<file path="src/rtl/fifo_rd_pkg.sv">
// Shared constants and types for the FIFO read adapter slice.
// BUF_DEPTH sets the output buffer size; the occupancy counter (OCC_W bits)
// spans 0..BUF_DEPTH. ptr_inc advances a circular buffer index.
package fifo_rd_pkg;

  localparam int BUF_DEPTH  = 3;
  localparam int OCC_W      = 2;
  localparam int DEF_DATA_W = 8;

  typedef logic [OCC_W-1:0] occ_t;
  typedef logic [1:0]       ptr_t;

  // Circular increment over 0..BUF_DEPTH-1
  function automatic ptr_t ptr_inc(input ptr_t p);
    return (p == ptr_t'(BUF_DEPTH - 1)) ? '0 : p + ptr_t'(1);
  endfunction

endpackage

</file>
<file path="src/rtl/fifo_rd_adapter_if.sv">
// Bus bundle for fifo_rd_adapter: FIFO read side plus output stream side.
// Handshake rules:
//   FIFO side  : fifo_rd_en is a pop request, issued only while fifo_empty=0;
//                fifo_dout carries the popped word one cycle later.
//   Stream side: a word transfers on every clk edge with m_valid && m_ready;
//                while m_valid && !m_ready, m_data and m_last hold steady.
// master = the adapter, slave = the FIFO/sink environment.
interface fifo_rd_adapter_if #(
  parameter int DATA_W = fifo_rd_pkg::DEF_DATA_W
);
  logic              fifo_empty;
  logic              fifo_rd_en;
  logic [DATA_W-1:0] fifo_dout;
  logic [DATA_W-1:0] m_data;
  logic              m_valid;
  logic              m_ready;
  logic              m_last;

  modport master (
    input  fifo_empty, fifo_dout, m_ready,
    output fifo_rd_en, m_data, m_valid, m_last
  );

  modport slave (
    output fifo_empty, fifo_dout, m_ready,
    input  fifo_rd_en, m_data, m_valid, m_last
  );
endinterface

</file>
<file path="src/rtl/fifo_rd_skidbuf.sv">
// Three-entry in-order buffer (circular, read/write pointers plus an
// occupancy count). The head entry is exposed on dout_o; dout_o reads 0
// while empty. A push into a full buffer or a pop from an empty one is ignored.
module fifo_rd_skidbuf
  import fifo_rd_pkg::*;
#(
  parameter int DATA_W = DEF_DATA_W
) (
  input  logic              clk,
  input  logic              rst,
  input  logic              push_i,
  input  logic              pop_i,
  input  logic [DATA_W-1:0] din_i,
  output logic [DATA_W-1:0] dout_o,
  output occ_t              occ_o
);

  logic [DATA_W-1:0] mem_q [BUF_DEPTH];
  ptr_t              rd_ptr_q;
  ptr_t              wr_ptr_q;
  occ_t              occ_q;
  occ_t              occ_d;
  logic              push_ok;
  logic              pop_ok;

  assign pop_ok  = pop_i && (occ_q != '0);
  assign push_ok = push_i && (occ_q != occ_t'(BUF_DEPTH));

  // Next occupancy: simultaneous push and pop leave it unchanged
  always_comb begin
    occ_d = occ_q;
    case ({push_ok, pop_ok})
      2'b10:   occ_d = occ_q + occ_t'(1);
      2'b01:   occ_d = occ_q - occ_t'(1);
      default: occ_d = occ_q;
    endcase
  end

  // Storage, pointers and occupancy registers
  always_ff @(posedge clk or posedge rst) begin
    if (rst) begin
      for (int i = 0; i < BUF_DEPTH; i++) mem_q[i] <= '0;
      rd_ptr_q <= '0;
      wr_ptr_q <= '0;
      occ_q    <= '0;
    end else begin
      if (push_ok) begin
        mem_q[wr_ptr_q] <= din_i;
        wr_ptr_q        <= ptr_inc(wr_ptr_q);
      end
      if (pop_ok) rd_ptr_q <= ptr_inc(rd_ptr_q);
      occ_q <= occ_d;
    end
  end

  assign dout_o = (occ_q != '0) ? mem_q[rd_ptr_q] : '0;
  assign occ_o  = occ_q;

endmodule

</file>
<file path="src/rtl/fifo_rd_adapter.sv">
// Drains a registered-output FIFO into a valid/ready stream.
// Pops are issued whenever the buffer can absorb every word already in
// flight (occ + pend < 3), so the pop request never looks at m_ready and the
// stream still sustains one word per cycle. A beat counter marks the last
// word of each PKT_LEN-word packet on m_last.
// Optional build macro FIFO_RD_STATS_EN adds xfer_cnt (wrapping transfer
// count) and stall_cnt (saturating count of m_valid && !m_ready cycles).
module fifo_rd_adapter
  import fifo_rd_pkg::*;
#(
  parameter int DATA_W  = DEF_DATA_W,
  parameter int PKT_LEN = 4
) (
  input  logic               clk,
  input  logic               rst,
  fifo_rd_adapter_if.master  bus
`ifdef FIFO_RD_STATS_EN
  ,
  output logic [15:0]        xfer_cnt,
  output logic [15:0]        stall_cnt
`endif
);

  localparam int BEAT_W = (PKT_LEN > 1) ? $clog2(PKT_LEN) : 1;

  occ_t              occ;
  logic              pend_q;
  logic              rd_en;
  logic              xfer;
  logic [DATA_W-1:0] head_data;
  logic [BEAT_W-1:0] beat_q;
  logic [BEAT_W-1:0] beat_d;
  logic              beat_end;

  fifo_rd_skidbuf #(
    .DATA_W (DATA_W)
  ) u_buf (
    .clk    (clk),
    .rst    (rst),
    .push_i (pend_q),
    .pop_i  (xfer),
    .din_i  (bus.fifo_dout),
    .dout_o (head_data),
    .occ_o  (occ)
  );

  // Pop request: room for this word plus the one still in flight
  always_comb begin
    rd_en = !rst && !bus.fifo_empty &&
            (({1'b0, occ} + {2'b00, pend_q}) < 3'd3);
  end

  // In-flight flag: the FIFO returns data the cycle after a pop
  always_ff @(posedge clk or posedge rst) begin
    if (rst) pend_q <= 1'b0;
    else     pend_q <= rd_en;
  end

  assign xfer     = bus.m_valid && bus.m_ready;
  assign beat_end = (beat_q == BEAT_W'(PKT_LEN - 1));

  // Next beat: advance per transfer, wrap at the packet end
  always_comb begin
    beat_d = beat_q;
    if (xfer) beat_d = beat_end ? '0 : beat_q + BEAT_W'(1);
  end

  // Beat counter register
  always_ff @(posedge clk or posedge rst) begin
    if (rst) beat_q <= '0;
    else     beat_q <= beat_d;
  end

  assign bus.fifo_rd_en = rd_en;
  assign bus.m_valid    = (occ != '0);
  assign bus.m_data     = head_data;
  assign bus.m_last     = beat_end && bus.m_valid;

`ifdef FIFO_RD_STATS_EN
  logic [15:0] xfer_cnt_q;
  logic [15:0] stall_cnt_q;

  // Transfer count wraps; stall count sticks at all-ones
  always_ff @(posedge clk or posedge rst) begin
    if (rst) begin
      xfer_cnt_q  <= '0;
      stall_cnt_q <= '0;
    end else begin
      if (xfer) xfer_cnt_q <= xfer_cnt_q + 16'd1;
      if (bus.m_valid && !bus.m_ready && (stall_cnt_q != 16'hFFFF))
        stall_cnt_q <= stall_cnt_q + 16'd1;
    end
  end

  assign xfer_cnt  = xfer_cnt_q;
  assign stall_cnt = stall_cnt_q;
`endif

endmodule

</file>
<file path="src/flat_wrapper.sv">
// flat-port wrapper written by rule: the top's interface ports become plain ports
module fifo_rd_adapter_flat import fifo_rd_pkg::*;
#(
  parameter int DATA_W  = DEF_DATA_W,
  parameter int PKT_LEN = 4
)
  (clk, rst, bus_fifo_empty, bus_fifo_dout, bus_m_ready, bus_fifo_rd_en, bus_m_data, bus_m_valid, bus_m_last);
  fifo_rd_adapter_if #(.DATA_W(DATA_W)) bus_i ();
  input  logic clk;
  input  logic rst;
  input wire logic [$bits(bus_i.fifo_empty)-1:0] bus_fifo_empty;
  input wire logic [$bits(bus_i.fifo_dout)-1:0] bus_fifo_dout;
  input wire logic [$bits(bus_i.m_ready)-1:0] bus_m_ready;
  output wire logic [$bits(bus_i.fifo_rd_en)-1:0] bus_fifo_rd_en;
  output wire logic [$bits(bus_i.m_data)-1:0] bus_m_data;
  output wire logic [$bits(bus_i.m_valid)-1:0] bus_m_valid;
  output wire logic [$bits(bus_i.m_last)-1:0] bus_m_last;
  assign bus_i.fifo_empty = bus_fifo_empty;
  assign bus_i.fifo_dout = bus_fifo_dout;
  assign bus_i.m_ready = bus_m_ready;
  assign bus_fifo_rd_en = bus_i.fifo_rd_en;
  assign bus_m_data = bus_i.m_data;
  assign bus_m_valid = bus_i.m_valid;
  assign bus_m_last = bus_i.m_last;
  fifo_rd_adapter #(.DATA_W(DATA_W), .PKT_LEN(PKT_LEN)) u_core (.clk(clk), .rst(rst), .bus(bus_i));
endmodule
</file>
<file path="config.mk">
export PLATFORM = sky130hd
export DESIGN_NAME = fifo_rd_adapter_flat
export DESIGN_NICKNAME = d
export VERILOG_FILES = /design/src/rtl/fifo_rd_pkg.sv /design/src/rtl/fifo_rd_adapter_if.sv /design/src/rtl/fifo_rd_skidbuf.sv /design/src/rtl/fifo_rd_adapter.sv /design/src/flat_wrapper.sv
export SDC_FILE = /design/constraint.sdc
export NUM_CORES = 1
export LEC_CHECK = 0
export ABC_AREA = 1
export BUFFER_PORTS_ARGS = -buffer_cell sky130_fd_sc_hd__buf_4
export CAP_MARGIN = 30
export CORE_MARGIN = 2
export CORE_UTILIZATION = 30
export DETAILED_ROUTE_END_ITERATION = 7
export GPL_TIMING_DRIVEN = 1
export SLEW_MARGIN = 20
export SYNTH_ARGS = -nofsm -noshare
export SYNTH_HDL_FRONTEND = slang
export SYNTH_HIERARCHICAL = 1
export SYNTH_SLANG_ARGS = --single-unit
</file>
<file path="constraint.sdc">
create_clock -name clk -period 1.9 [get_ports clk]
set_clock_uncertainty 0.05 [all_clocks]
set_input_delay 0.38 -clock clk [delete_from_list [all_inputs] [get_ports clk]]
set_output_delay 0.38 -clock clk [all_outputs]
set_load 0.02 [all_outputs]
</file>
* Word level (Yosys, flattened, before mapping)
Cells that the tools add are included.
** Word-level totals
- Memories kept :: 0
- Register bits :: 33
- Bits in writable memories :: 0
- ROM bits :: 0
- Bits of input ports :: 12
- Output and inout bits :: 11
- Latch bits :: 0
- Word-level logic and storage cells :: 48
** Operators by class
- Shifts and indexed selects :: 0
- Multiply operators :: 0
- Eq/ne operators :: 6
- Muxes and demuxes :: 11
- $lt $le $gt $ge :: 4
- Divide/modulo/power cells :: 0
- Bitwise operators :: 2
- Reductions and logical operators :: 11
- Add/sub/neg operators :: 6
** Operators by type and width (count)
- two-way mux 8 bit :: 4
- bitwise mux 24 bit :: 1
- binary-select mux 8 bit (select 2 bit) :: 1
- demux 8 bit (select 2 bit) :: 1
- adder 2 x 1 -> 2 bit, second input constant :: 4
- equality test 2 bit, second input constant :: 4
- logical AND 1 bit :: 7
- greater-or-equal comparator 3 bit, second input constant :: 2
- two-way mux 2 bit :: 3
- inverter 2 -> 3 bit :: 2
- case mux 2 bit (2 select lines) :: 1
- nonzero test 2 bit :: 2
- adder 2 x 1 -> 3 bit :: 1
- less-than comparator 3 x 1 -> 1 bit, second input constant :: 1
- less-than comparator 3 x 2 -> 1 bit, second input constant :: 1
- equality test 2 x 1 -> 1 bit, second input constant :: 1
- logical NOT 1 bit :: 2
- inequality test 2 bit, second input constant :: 1
- subtractor 2 x 1 -> 2 bit, second input constant :: 1

* Logic depth before layout (Yosys ltp)
Gate-level depths: netlist of run 1.
- Depth in word-level cells :: 6
- Mapped depth :: 10
- Depth with buffers taken out :: 10

* Cells and area by module
The synthesis of run 1 kept the hierarchy.
** By module, submodules not included
- fifo_rd_skidbuf :: seq. area each 750.7 um2, times used 1, cells an instance 196, area each 1556.5 um2
- fifo_rd_adapter :: seq. area each 75.1 um2, times used 1, cells an instance 24, area each 193.9 um2

* Least setup slack after synthesis of run 1
Ideal clock, no wire load.
- Path type :: reg-to-output
- Start :: register u_core.u_buf.occ_q[0] (netlist: u_core/u_buf/occ_o[0])
- End :: output port bus_fifo_rd_en
- Required time :: 1.470 ns
- Setup slack :: 0.106 ns
- Stages on the path, launching flop included :: 6
- Path buffers :: 0
- Arrival time :: 1.364 ns
- Path through :: dfrtp_1 > ha_1 > ha_1 > nand2_1 > nand2_1 > nor2_1
** On the way
- Word-level cells in the longest chain between the ends :: 3
** Ends and longest elaborated chain
- start: declaration :: RTL line fifo_rd_skidbuf.sv:21 : occ_t occ_q;
- start signal: assignment :: RTL line fifo_rd_skidbuf.sv:45 : occ_q <= '0;
- start signal: assignment :: RTL line fifo_rd_skidbuf.sv:52 : occ_q <= occ_d;
- adder 2 x 1 -> 3 bit :: RTL line fifo_rd_adapter.sv:50 : (({1'b0, occ} + {2'b00, pend_q}) < 3'd3);
- less-than comparator 3 x 2 -> 1 bit :: RTL line fifo_rd_adapter.sv:50
- logical AND 1 bit :: RTL line fifo_rd_adapter.sv:49 : rd_en = !rst && !bus.fifo_empty &&
- end: declaration :: RTL line flat_wrapper.sv:14 : output wire logic [$bits(bus_i.fifo_rd_en)-1:0] bus_fifo_rd_en;
No other way between the ends.

* Final worst setup path of run 1
- Start :: register u_core.u_buf.occ_q[0] (netlist: u_core/u_buf/occ_o[0])
- End :: output port bus_m_data[3]
** On the way
- Word-level cells in the longest chain between the ends :: 2
** Ends and longest elaborated chain
- nonzero test 2 bit :: RTL line fifo_rd_skidbuf.sv:56 : assign dout_o = (occ_q != '0) ? mem_q[rd_ptr_q] : '0;
- two-way mux 8 bit :: RTL line fifo_rd_skidbuf.sv:56
- end: declaration :: RTL line flat_wrapper.sv:15 : output wire logic [$bits(bus_i.m_data)-1:0] bus_m_data;
No other way between the ends.

==> results of run 1 <==
==> worst max-delay path, stage by stage, from the launching register on <==
cell     delay [ns]
dfrtp_1        0.42
buf_4          0.17
nor2_4         0.17
inv_4          0.08
nand2_1        0.11
inv_1          0.05
buf_4          0.15
==> path summary, 6_finish.rpt <==
kind / cells after the start / start / endpoint
worst max-delay path: 6 / u_core/u_buf/occ_o[0] / bus_m_data[3]
worst min-delay path: 3 / bus_fifo_dout[6] / u_core/u_buf/mem_q[6]
worst max register to register: 10 / u_core/u_buf/occ_o[0] / u_core/u_buf/occ_o[1]
worst min register to register: 2 / u_core/u_buf/mem_q[23] / u_core/u_buf/mem_q[23]
max in group asynchronous: 4 / rst / u_core/u_buf/rd_ptr_q[1]
min in group asynchronous: 3 / rst / u_core/pend_q
==> kinds of logic after synthesis <==
kind of cell	share of synthesized area
AOI/OAI and AO/OA	0.0658
xor gates and xnor gates	0.00500
adders and majority gates	0.0286
buffers and inverters	0.0922
DFF	0.472
and+or+nand+nor	0.337
==> per-layer routing <==
layer | up-vias | track usage | wire length, µm
met5 | - | 0 | 0
met4 | 0 | 0.0678 | 99
met3 | 8 | 0.0281 | 242
met2 | 44 | 0.242 | 2170
met1 | 745 | 0.215 | 2040
li1 | 786 | - | -
==> power by group <==
| group | internal [µW] | switching (µW) |
|---|---|---|
| sequential | 1060 | 285 |
| clock | 427 | 252 |
| combinational | 827 | 1320 |
| total | 2310 | 1860 |
==> area by class of cell <==
class / instances / share of cell area
clock buffers: 7 / 0.0383
well taps: 72 / 0.0399
inverters: 26 / 0.0455
flip-flops and latches: 33 / 0.368
multi-input cells: 156 / 0.377
repair inverters: 1 / 0.00277
clock inverters: 1 / 0.0133
repair buffers: 34 / 0.116
==> synth_stat cells <==
| cell type | n | area share |
|---|---|---|
| inv_1 | 18 | 0.039 |
| xnor2_1 | 1 | 0.0050 |
| nand2_1 | 62 | 0.13 |
| dfrtp_1 | 33 | 0.47 |
| o21ai_1 | 7 | 0.020 |
| ha_1 | 4 | 0.029 |
| o21ai_2 | 2 | 0.010 |
| nor2_1 | 5 | 0.011 |
| o21a_1 | 1 | 0.0043 |
| nand3_1 | 52 | 0.15 |
| nor2_4 | 2 | 0.013 |
| nand2_2 | 6 | 0.021 |
| nand2_4 | 1 | 0.0064 |
| nand4_1 | 1 | 0.0036 |
| inv_2 | 5 | 0.011 |
| buf_6 | 3 | 0.019 |
| buf_2 | 2 | 0.0057 |
| o21ai_0 | 11 | 0.031 |
| clkinv_1 | 3 | 0.0064 |
| buf_12 | 1 | 0.011 |
==> sequential cells by signal, summed over array words and instances, names as in the netlist <==
name,cells
u_core/u_buf/occ_o,2
u_core/u_buf/wr_ptr_q,2
u_core/u_buf/mem_q,24
u_core/u_buf/rd_ptr_q,2
u_core/beat_q,2
u_core/pend_q,1
==> repair_timing <==
item / 4_1_cts / 5_1_grt
endpoints found under the hold margin: 3 / 0
hold buffers: 1 / 0
pin swaps: 2 / 5
gates cloned: 1 / 1
gates resized for setup: 9 / 16
endpoints found under the setup margin: 9 / 10
buffers inserted: 2 / 3
==> metrics by stage <==
step | power [µW] | area [µm²] | setup slack [ns]
finish | 4170 | 2260 | 0.0389
global route | 4510 | 2260 | -0.0143
CTS | 4020 | 2160 | 0.0180
detailed placement | 3240 | 1990 | 0.138
global placement | 3200 | 1990 | 0.125
floorplan | 2600 | 1750 | 0.106
==> results.md, run 1 <==
- Global-route wire length before repair: 7.59 mm
- FMAX: 537 MHz
- Synth unique cells: 20
- Crit. End Element: output port
- Share of layout cells above drive strength 1: 0.283
- Worst-path maximum fanout: 5
- Iter 0 DRT Violations: 157
- Sequential fraction of the synthesis area: 0.472
- Root buffer cell: clkbuf_8
- Final wirelength: 4.55 mm
- Number of global-route vias before repair: 1,550
- Antenna violations before repair: 0
- Nets@finish: 273
- CTS buffer count: 5
- Fin cells: 330
- Grt ovf: 0
- RSZ-0062 raised after global routing: yes
- Port bufs: 22
- Placed wire-length estimate: 2.89 mm
- Worst hold slack: 0.288 ns
- Minimum clock period: 1.86 ns
- Syn_nets: 236
- Most frequent cells in the layout: nand2_1 (60), nand3_1 (52), buf_4 (32), dfrtp_1 (30), inv_1 (18)
- Setup-failing EPs final: 0
- Max clock buf depth: 2
- CP arrival: 1.43 ns
- Router iterations before antenna repair: 4
- Gr usage total: 0.157
- Crit path launch type: flop
- Ys Warns: 6
- DR WL/cell: 13.8 µm
- H-tree level count: 2
- Commonest non-fill, non-tap cell in the layout: nand2_1
- Worst-path clk slew: 0.07 ns
- Area taken by multi-input logic gates: 850 µm²
- Final core utilization: 0.405
- Diode count: 0
- Register area: 830 µm²
- Die X: 80.4 µm
- Final GP Congestion: 0.730
- Reg2Reg Setup Slack: 0.14 ns
- Final Hold Violating Endpoints: 0
- Worst Tran Pin Value: 0.382 ns
- CTS tree: built
- Core Area: 5570 µm²
- Die area: 6460 µm²
- Total power per unit cell area: 1850 nW/µm²
- Top Ports: 23
- Sink Count: 33
- Synthesized cell area: 1750 µm²
- Vias per std cell: 4.80
- Final Slew Violations: 0
- Starting Density: 0.314
- Post-Synthesis Cells: 220
- Leakage: 0.00114 µW
- Syn Area/Cell: 7.96 µm²
- Worst skew pair latency: 0.29 ns
- Worst ir drop on vdd: 0.685 mV
- Largest net degree at the start of global routing: 31
- Setup CP Type: reg2out
- Worst Path Required: 1.47 ns
- Status: finished, final reports clean
- #FFs+latches synth: 33
- Placed insts: 314
- Slew headroom: 0.745
- Worst min path class: in2reg
- Period utilization: 0.980
- Max Cap Violations: 0
- Die height: 80.4 µm
- Final ANT Viol Nets: 0
- Post-route DRC: 0
- Area Growth Syn to Fin: 28.9%
- Setup TNS Final: 0 ns
- Rows: 27
- Fillers: 557
- Total number of vias: 1,583
(Power assumes the default switching activity.)
==> inputs of run 2 (changes only) <==
- SYNTH_HIERARCHICAL: 1 -> default
==> results.md, run 2 <==
- Number of global-route vias before repair: 1,500 (was 1,550)
- RR Startpoint: u_core.u_buf.occ_o[0] (was u_core/u_buf/occ_o[0])
- Worst-path clk slew: 0.06 ns (was 0.07 ns)
- Ys Warns: 0 (was 6)
- Count leader, synth: nand2_1 (unchanged)
- Router iterations before antenna repair: 4 (unchanged)
- Placed wire-length estimate: 2.81 mm (was 2.89 mm)
- Largest area contributor in the netlist: dfrtp_1 (unchanged)
- Grt ovf: 0 (unchanged)
- Number of synthesized flops with an enable pin: 0 (unchanged)
- Sink Count: 33 (unchanged)
- Commonest non-fill, non-tap cell in the layout: nand2_1 (unchanged)
- CP arrival: 1.50 ns (was 1.43 ns)
- Setup CP Type: reg2out (unchanged)
- Ys async rst share: 1.00 (unchanged)
- Final Slew Violations: 0 (unchanged)
- Global-route wire length before repair: 7.07 mm (was 7.59 mm)
- Nets@finish: 263 (was 273)
- Final Hold Violating Endpoints: 0 (unchanged)
- Place WS: 0.173 ns (was 0.138 ns)
- Reg2Reg Setup Slack: 0.37 ns (was 0.14 ns)
- Yosys top cell area share: 0.481 (was 0.472)
- Synth Area in Adders: 0.0292 (was 0.0286)
- Leading post-synthesis cells by cell area: dfrtp_1 (48%), nand3_1 (15%), nand2_1 (14%) (was dfrtp_1 (47%), nand3_1 (15%), nand2_1 (13%))
- Worst hold slack: 0.170 ns (was 0.288 ns)
- Commonest cells in the netlist: nand2_1 (63), nand3_1 (50), dfrtp_1 (33) (was nand2_1 (62), nand3_1 (52), dfrtp_1 (33))
- Synthesized cell area: 1720 µm² (was 1750 µm²)
- Worst skew pair latency: 0.28 ns (was 0.29 ns)
- H-tree level count: 2 (unchanged)
- Core Area: 5510 µm² (was 5570 µm²)
- Vias per std cell: 4.76 (was 4.80)
- Failing checks: negative setup slack
- Share of layout cells above drive strength 1: 0.254 (was 0.283)
- Leakage: 0.00109 µW (was 0.00114 µW)
- Most flops, register: u_core.u_buf.mem_q (was u_core/u_buf/mem_q)
- Synth Area in XOR/XNOR: 0.00510 (was 0.00500)
- RSZ-0062 raised after global routing: yes (unchanged)
- Die X: 79.6 µm (was 80.4 µm)
- Crit path launch type: flop (unchanged)
- Syn Area/Cell: 8.02 µm² (was 7.96 µm²)
- Setup crit start: u_core.pend_q (was u_core/u_buf/occ_o[0])
- FMAX: 519 MHz (was 537 MHz)
- Antenna violations before repair: 0 (unchanged)
- Gr usage total: 0.146 (was 0.157)
- Diode count: 0 (unchanged)
- CTS Hold Buffers Added: 0 (was 1)
- Final GP Congestion: 0.751 (was 0.730)
- #FFs+latches synth: 33 (unchanged)
- Iter 0 DRT Violations: 105 (was 157)
- Compound-cell area share of the yosys netlist: 0.0620 (was 0.0658)
- Multiplexer share of the synthesized area: 0 (unchanged)
- Worst Tran Pin Value: 0.437 ns (was 0.382 ns)
- Area Growth Syn to Fin: 23.4% (was 28.9%)
- Fin cells: 320 (was 330)
- Status: finished, violations left (was finished, final reports clean)
- Top_reg_cell synth: dfrtp_1 (unchanged)
- Total power per unit cell area: 1810 nW/µm² (was 1850 nW/µm²)
- Worst ir drop on vdd: 0.563 mV (was 0.685 mV)
- Synth unique cells: 20 (unchanged)
- CTS tree: built (unchanged)
- Die height: 79.6 µm (was 80.4 µm)
- Root buffer cell: clkbuf_8 (unchanged)
- Max Cap Violations: 0 (unchanged)
- Crit. End Element: output port (unchanged)
- Worst-path maximum fanout: 2 (was 5)
- Syn_nets: 230 (was 236)
- Final worst slack: -0.0275 ns (was 0.0389 ns)
- Worst Path Required: 1.47 ns (about the same)
- Total number of vias: 1,524 (was 1,583)
- Worst min path class: in2async (was in2reg)
- Post-route DRC: 0 (unchanged)
- Worst setup path end: bus_fifo_rd_en (was bus_m_data[3])
- Synth Area in Simple Gates: 0.333 (was 0.337)
- Largest family of logic cells by synthesized area: simple AND/OR/NAND/NOR gates (unchanged)
- Final wirelength: 4.15 mm (was 4.55 mm)
- Slew headroom: 0.709 (was 0.745)
- Rows: 27 (unchanged)
- Sequential fraction of the synthesis area: 0.481 (was 0.472)
- Period utilization: 1.01 (was 0.980)
- Minimum clock period: 1.93 ns (was 1.86 ns)
- Largest net degree at the start of global routing: 34 (was 31)
- Setup-failing EPs final: 1 (was 0)
- Post-Synthesis Cells: 214 (was 220)
- Final ANT Viol Nets: 0 (unchanged)
- Die area: 6340 µm² (was 6460 µm²)
- Top Ports: 23 (unchanged)
- R2R Path End: u_core.u_buf.occ_o[1] (was u_core/u_buf/occ_o[1])
- Placed insts: 311 (was 314)
- DR WL/cell: 13.0 µm (was 13.8 µm)
- Starting Density: 0.312 (was 0.314)
- Max clock buf depth: 2 (unchanged)
- Post-CTS Repair Setup Buffers: 0 (was 2)
- Setup TNS Final: -0.0275 ns (was 0 ns)
- Most frequent cells in the layout: nand2_1 (62), nand3_1 (50), buf_4 (31), dfrtp_1 (31), inv_1 (19) (was nand2_1 (60), nand3_1 (52), buf_4 (32), dfrtp_1 (30), inv_1 (18))
- CTS buffer count: 5 (unchanged)
- Port bufs: 22 (unchanged)
- Worst Reg2Reg Path Length in Cells: 8 (was 10)
- Max reg flops: 24 (unchanged)
[run 2: metal layers]
layer | share of wire | global-route usage | vias up
li1 | - | - | 761
met1 | 0.46 | 0.186 | 727
met2 | 0.49 | 0.242 | 32
met3 | 0.036 | 0.0351 | 4
met4 | 0.013 | 0.0448 | 0
met5 | 0 | 0 | -
[run 2: critical path: stages (launching register included)]
cell     delay [ns]
dfrtp_1        0.39
ha_2           0.20
ha_4           0.21
nand2_2        0.06
inv_2          0.04
nor4_4         0.14
buf_4          0.18
[run 2: area by class of cell]
type                       count  area [µm²]
fill                         584        3390
sequential                    33         828
multi-input combinational    152         788
timing repair buffer          31         233
inverter                      24        96.3
tap                           72        90.1
clock buffer                   6        72.6
clock inverter                 2        10.0
[run 2: worst min-delay path by stage]
stage / end / slack, ns
after detailed placement: u_core.u_buf.mem_q[19] / 0.41
after floorplan: u_core.u_buf.mem_q[16] / 0.39
after global routing: u_core.u_buf.occ_o[1] / 0.21
after global placement: u_core.u_buf.mem_q[19] / 0.41
final: u_core.pend_q / 0.17
after CTS: u_core.u_buf.wr_ptr_q[1] / 0.17
[run 2: logic make-up after synthesis]
logic type / count (synthesis)
AO/OA/AOI/OAI: 19
XOR/XNOR: 1
adder cells (fa/ha/maj): 4
buffers and inverters: 30
flip-flops: 33
AND/OR/NAND/NOR: 127
[run 2: where the power goes]
part,internal [µW],switching [µW]
logic,772,1240
registers,1060,260
clock network,254,247
total,2080,1750
[run 2: what timing repair did]
item                                    CTS  global route
gates resized for setup                   5             9
cloned                                    0             1
endpoints found under the setup margin    9             9
pin swaps                                 0             1
[run 2: metrics by stage]
stage | power [µW] | util | area [µm²]
floorplan | 2580 | - | 1720
global route | 4200 | 0.385 | 2120
finish | 3830 | 0.385 | 2120
global placement | 3220 | 0.360 | 1980
detailed placement | 3260 | 0.360 | 1980
CTS | 3800 | 0.379 | 2080
==> inputs of run 3 (changes only) <==
- REMOVE_ABC_BUFFERS: default -> 1
==> results.md, run 3 (synthesized netlist as in run 2, its figures left out) <==
- Max Cap Violations: 0 (unchanged)
- Antenna violations before repair: 0 (unchanged)
- Max clock buf depth: 2 (unchanged)
- Status: finished, violations left (unchanged)
- Register area: 828 µm² (unchanged)
- Setup CP Type: reg2out (unchanged)
- Die height: 79.6 µm (unchanged)
- Final Hold Violating Endpoints: 0 (unchanged)
- Gr usage total: 0.151 (was 0.146)
- Fillers: 569 (was 584)
- Placed insts: 310 (was 311)
- Sw frac: 0.457 (about the same)
- Starting Density: 0.312 (unchanged)
- Area Growth Syn to Fin: 25.1% (was 23.4%)
- DR WL/cell: 13.6 µm (was 13.0 µm)
- Grt ovf: 0 (unchanged)
- Top Ports: 23 (unchanged)
- Share of layout cells above drive strength 1: 0.264 (was 0.254)
- Diode count: 0 (unchanged)
- Flop pwr share: 0.326 (was 0.343)
- Minimum clock period: 1.97 ns (was 1.93 ns)
- Largest net degree at the start of global routing: 34 (unchanged)
- Area taken by multi-input logic gates: 777 µm² (was 788 µm²)
- Crit-path leading delay family: adder cells (unchanged)
- Int Pwr: 2160 µW (was 2080 µW)
- Setup TNS Final: -0.0661 ns (was -0.0275 ns)
- Final ANT Viol Nets: 0 (unchanged)
- Max reg flops: 24 (unchanged)
- Met1 wire length: 2.09 mm (was 1.90 mm)
- Final GP Congestion: 0.742 (was 0.751)
- Routed wl met3: 237 µm (was 151 µm)
- Worst min path class: in2async (unchanged)
- Post-route DRC: 0 (unchanged)
- Die area: 6340 µm² (unchanged)
- FMAX: 509 MHz (was 519 MHz)
- Number of global-route vias before repair: 1,429 (was 1,500)
- RSZ-0062 raised after global routing: yes (unchanged)
- Fin cells: 322 (was 320)
- Failing checks: negative setup slack (unchanged)
- Post-DP Area: 1970 µm² (was 1980 µm²)
- Most flops, register: u_core.u_buf.mem_q (unchanged)
- Final wirelength: 4.36 mm (was 4.15 mm)
- Worst-path maximum fanout: 2 (unchanged)
- Leakage: 0.00111 µW (was 0.00109 µW)
- Total number of vias: 1,492 (was 1,524)
- Crit path launch type: flop (unchanged)
- Highest metal used: met4 (unchanged)
- Critical path depth: 6 (unchanged)
- Worst path slowest cell: dfrtp_1 (unchanged)
- Commonest non-fill, non-tap cell in the layout: nand2_1 (unchanged)
- Worst-path clk slew: 0.07 ns (was 0.06 ns)
- CTS tree: built (unchanged)
- Period utilization: 1.03 (was 1.01)
- Global-route wire length before repair: 7.22 mm (was 7.07 mm)
- Port bufs: 22 (unchanged)
- Core Area: 5510 µm² (unchanged)
- Nets@finish: 265 (was 263)
- Worst ir drop on vdd: 1.04 mV (was 0.563 mV)
- Vias per std cell: 4.63 (was 4.76)
- CP bufs+invs: 2 (unchanged)
- Placed wire-length estimate: 2.75 mm (was 2.81 mm)
- CP arrival: 1.54 ns (was 1.50 ns)
- WL met2: 1.99 mm (was 2.05 mm)
- Crit. End Element: output port (unchanged)
- Die X: 79.6 µm (unchanged)
- Router iterations before antenna repair: 4 (unchanged)
- Iter 0 DRT Violations: 114 (was 105)
- Root buffer cell: clkbuf_8 (unchanged)
- Sink Count: 33 (unchanged)
- Setup-failing EPs final: 1 (unchanged)
- Worst Reg2Reg Path Length in Cells: 7 (was 8)
- CTS buffer count: 5 (unchanged)
- Clk pwr share: 0.131 (about the same)
- Worst Path Required: 1.47 ns (about the same)
- Switching pwr: 1810 µW (was 1750 µW)
- Worst Tran Pin Value: 0.432 ns (was 0.437 ns)
- Rows: 27 (unchanged)
- H-tree level count: 2 (unchanged)
- Combinational Power Share: 0.543 (was 0.526)
- Final worst slack: -0.0661 ns (was -0.0275 ns)
- Max incr delay on CP: 0.39 ns (about the same)
- Final Slew Violations: 0 (unchanged)
- Most frequent cells in the layout: nand2_1 (62), nand3_1 (50), dfrtp_1 (31), buf_4 (29), inv_1 (18) (was nand2_1 (62), nand3_1 (50), buf_4 (31), dfrtp_1 (31), inv_1 (19))
- Cell area after layout: 2150 µm² (was 2120 µm²)
- Total power per unit cell area: 1850 nW/µm² (was 1810 nW/µm²)
- Slew headroom: 0.712 (was 0.709)
- Worst skew pair latency: 0.28 ns (about the same)
- Worst path cell trace: ha_2, ha_4, nand2_2, inv_2, nor4_4, buf_4 (unchanged)
==> run 3: cell types whose count changed in the layout (fill, tap and decap cells not counted) <==
| cell | previous run | this run |
|---|---|---|
| buf_4 | 31 | 29 |
| buf_6 | 0 | 5 |
| inv_1 | 19 | 18 |
| inv_2 | 2 | 3 |
| nor2_4 | 3 | 2 |
==> run 3: path summary, 6_finish.rpt <==
check                                  startpoint  slack (ns)                       end
max                                 u_core.pend_q       -0.07            bus_fifo_rd_en
min                                           rst        0.17          u_core.beat_q[1]
max reg2reg                 u_core.u_buf.occ_o[1]        0.33     u_core.u_buf.occ_o[1]
min reg2reg                u_core.u_buf.mem_q[22]        0.43    u_core.u_buf.mem_q[22]
max in group asynchronous                     rst        1.31  u_core.u_buf.rd_ptr_q[1]
min in group clk                 bus_fifo_dout[5]        0.29     u_core.u_buf.mem_q[5]
==> run 3: timing repair <==
action                     CTS  global route
pin swaps                    0             1
gates resized for setup      8            12
hold buffers                 0             0
buffers inserted             0             4
setup endpoints to repair    9             9
==> run 3: layer usage <==
metal / up-vias / global-route usage
met3: 4 / 0.0283
li1: 762 / -
met2: 34 / 0.218
met1: 692 / 0.222
met4: 0 / 0.0569
met5: - / 0
==> run 3: tightest hold or removal path: cells and delay by family <==
family                 cells  cell delay (ns)
buffers and inverters      3             0.56
==> run 3: layout make-up <==
| type | count | share of cell area |
|---|---|---|
| multi-input cells | 151 | 0.362 |
| inverters | 24 | 0.0448 |
| well taps | 72 | 0.0419 |
| repair buffers | 34 | 0.128 |
| clock buffers | 6 | 0.0338 |
| flip-flops and latches | 33 | 0.386 |
| clock inverters | 2 | 0.00466 |
==> run 3: power by group through the flow <==
stage                     clock network [µW]  registers [µW]  logic (µW)
after CTS                                528            1290        2000
after global routing                     556            1330        2430
final                                    519            1300        2160
after detailed placement                   0            1290        1960
after global placement                     0            1280        1940
after floorplan                            0            1270        1230
==> run 3: metrics by stage <==
| stage | total power [µW] | hold slack, ns | worst slack [ns] | util |
|---|---|---|---|---|
| after floorplan | 2500 | 0.392 | -0.175 | - |
| after global placement | 3220 | 0.407 | 0.110 | 0.357 |
| after detailed placement | 3250 | 0.409 | 0.0738 | 0.357 |
| after CTS | 3810 | 0.164 | -0.101 | 0.378 |
| after global routing | 4320 | 0.206 | -0.137 | 0.390 |
| final | 3970 | 0.172 | -0.0661 | 0.390 |
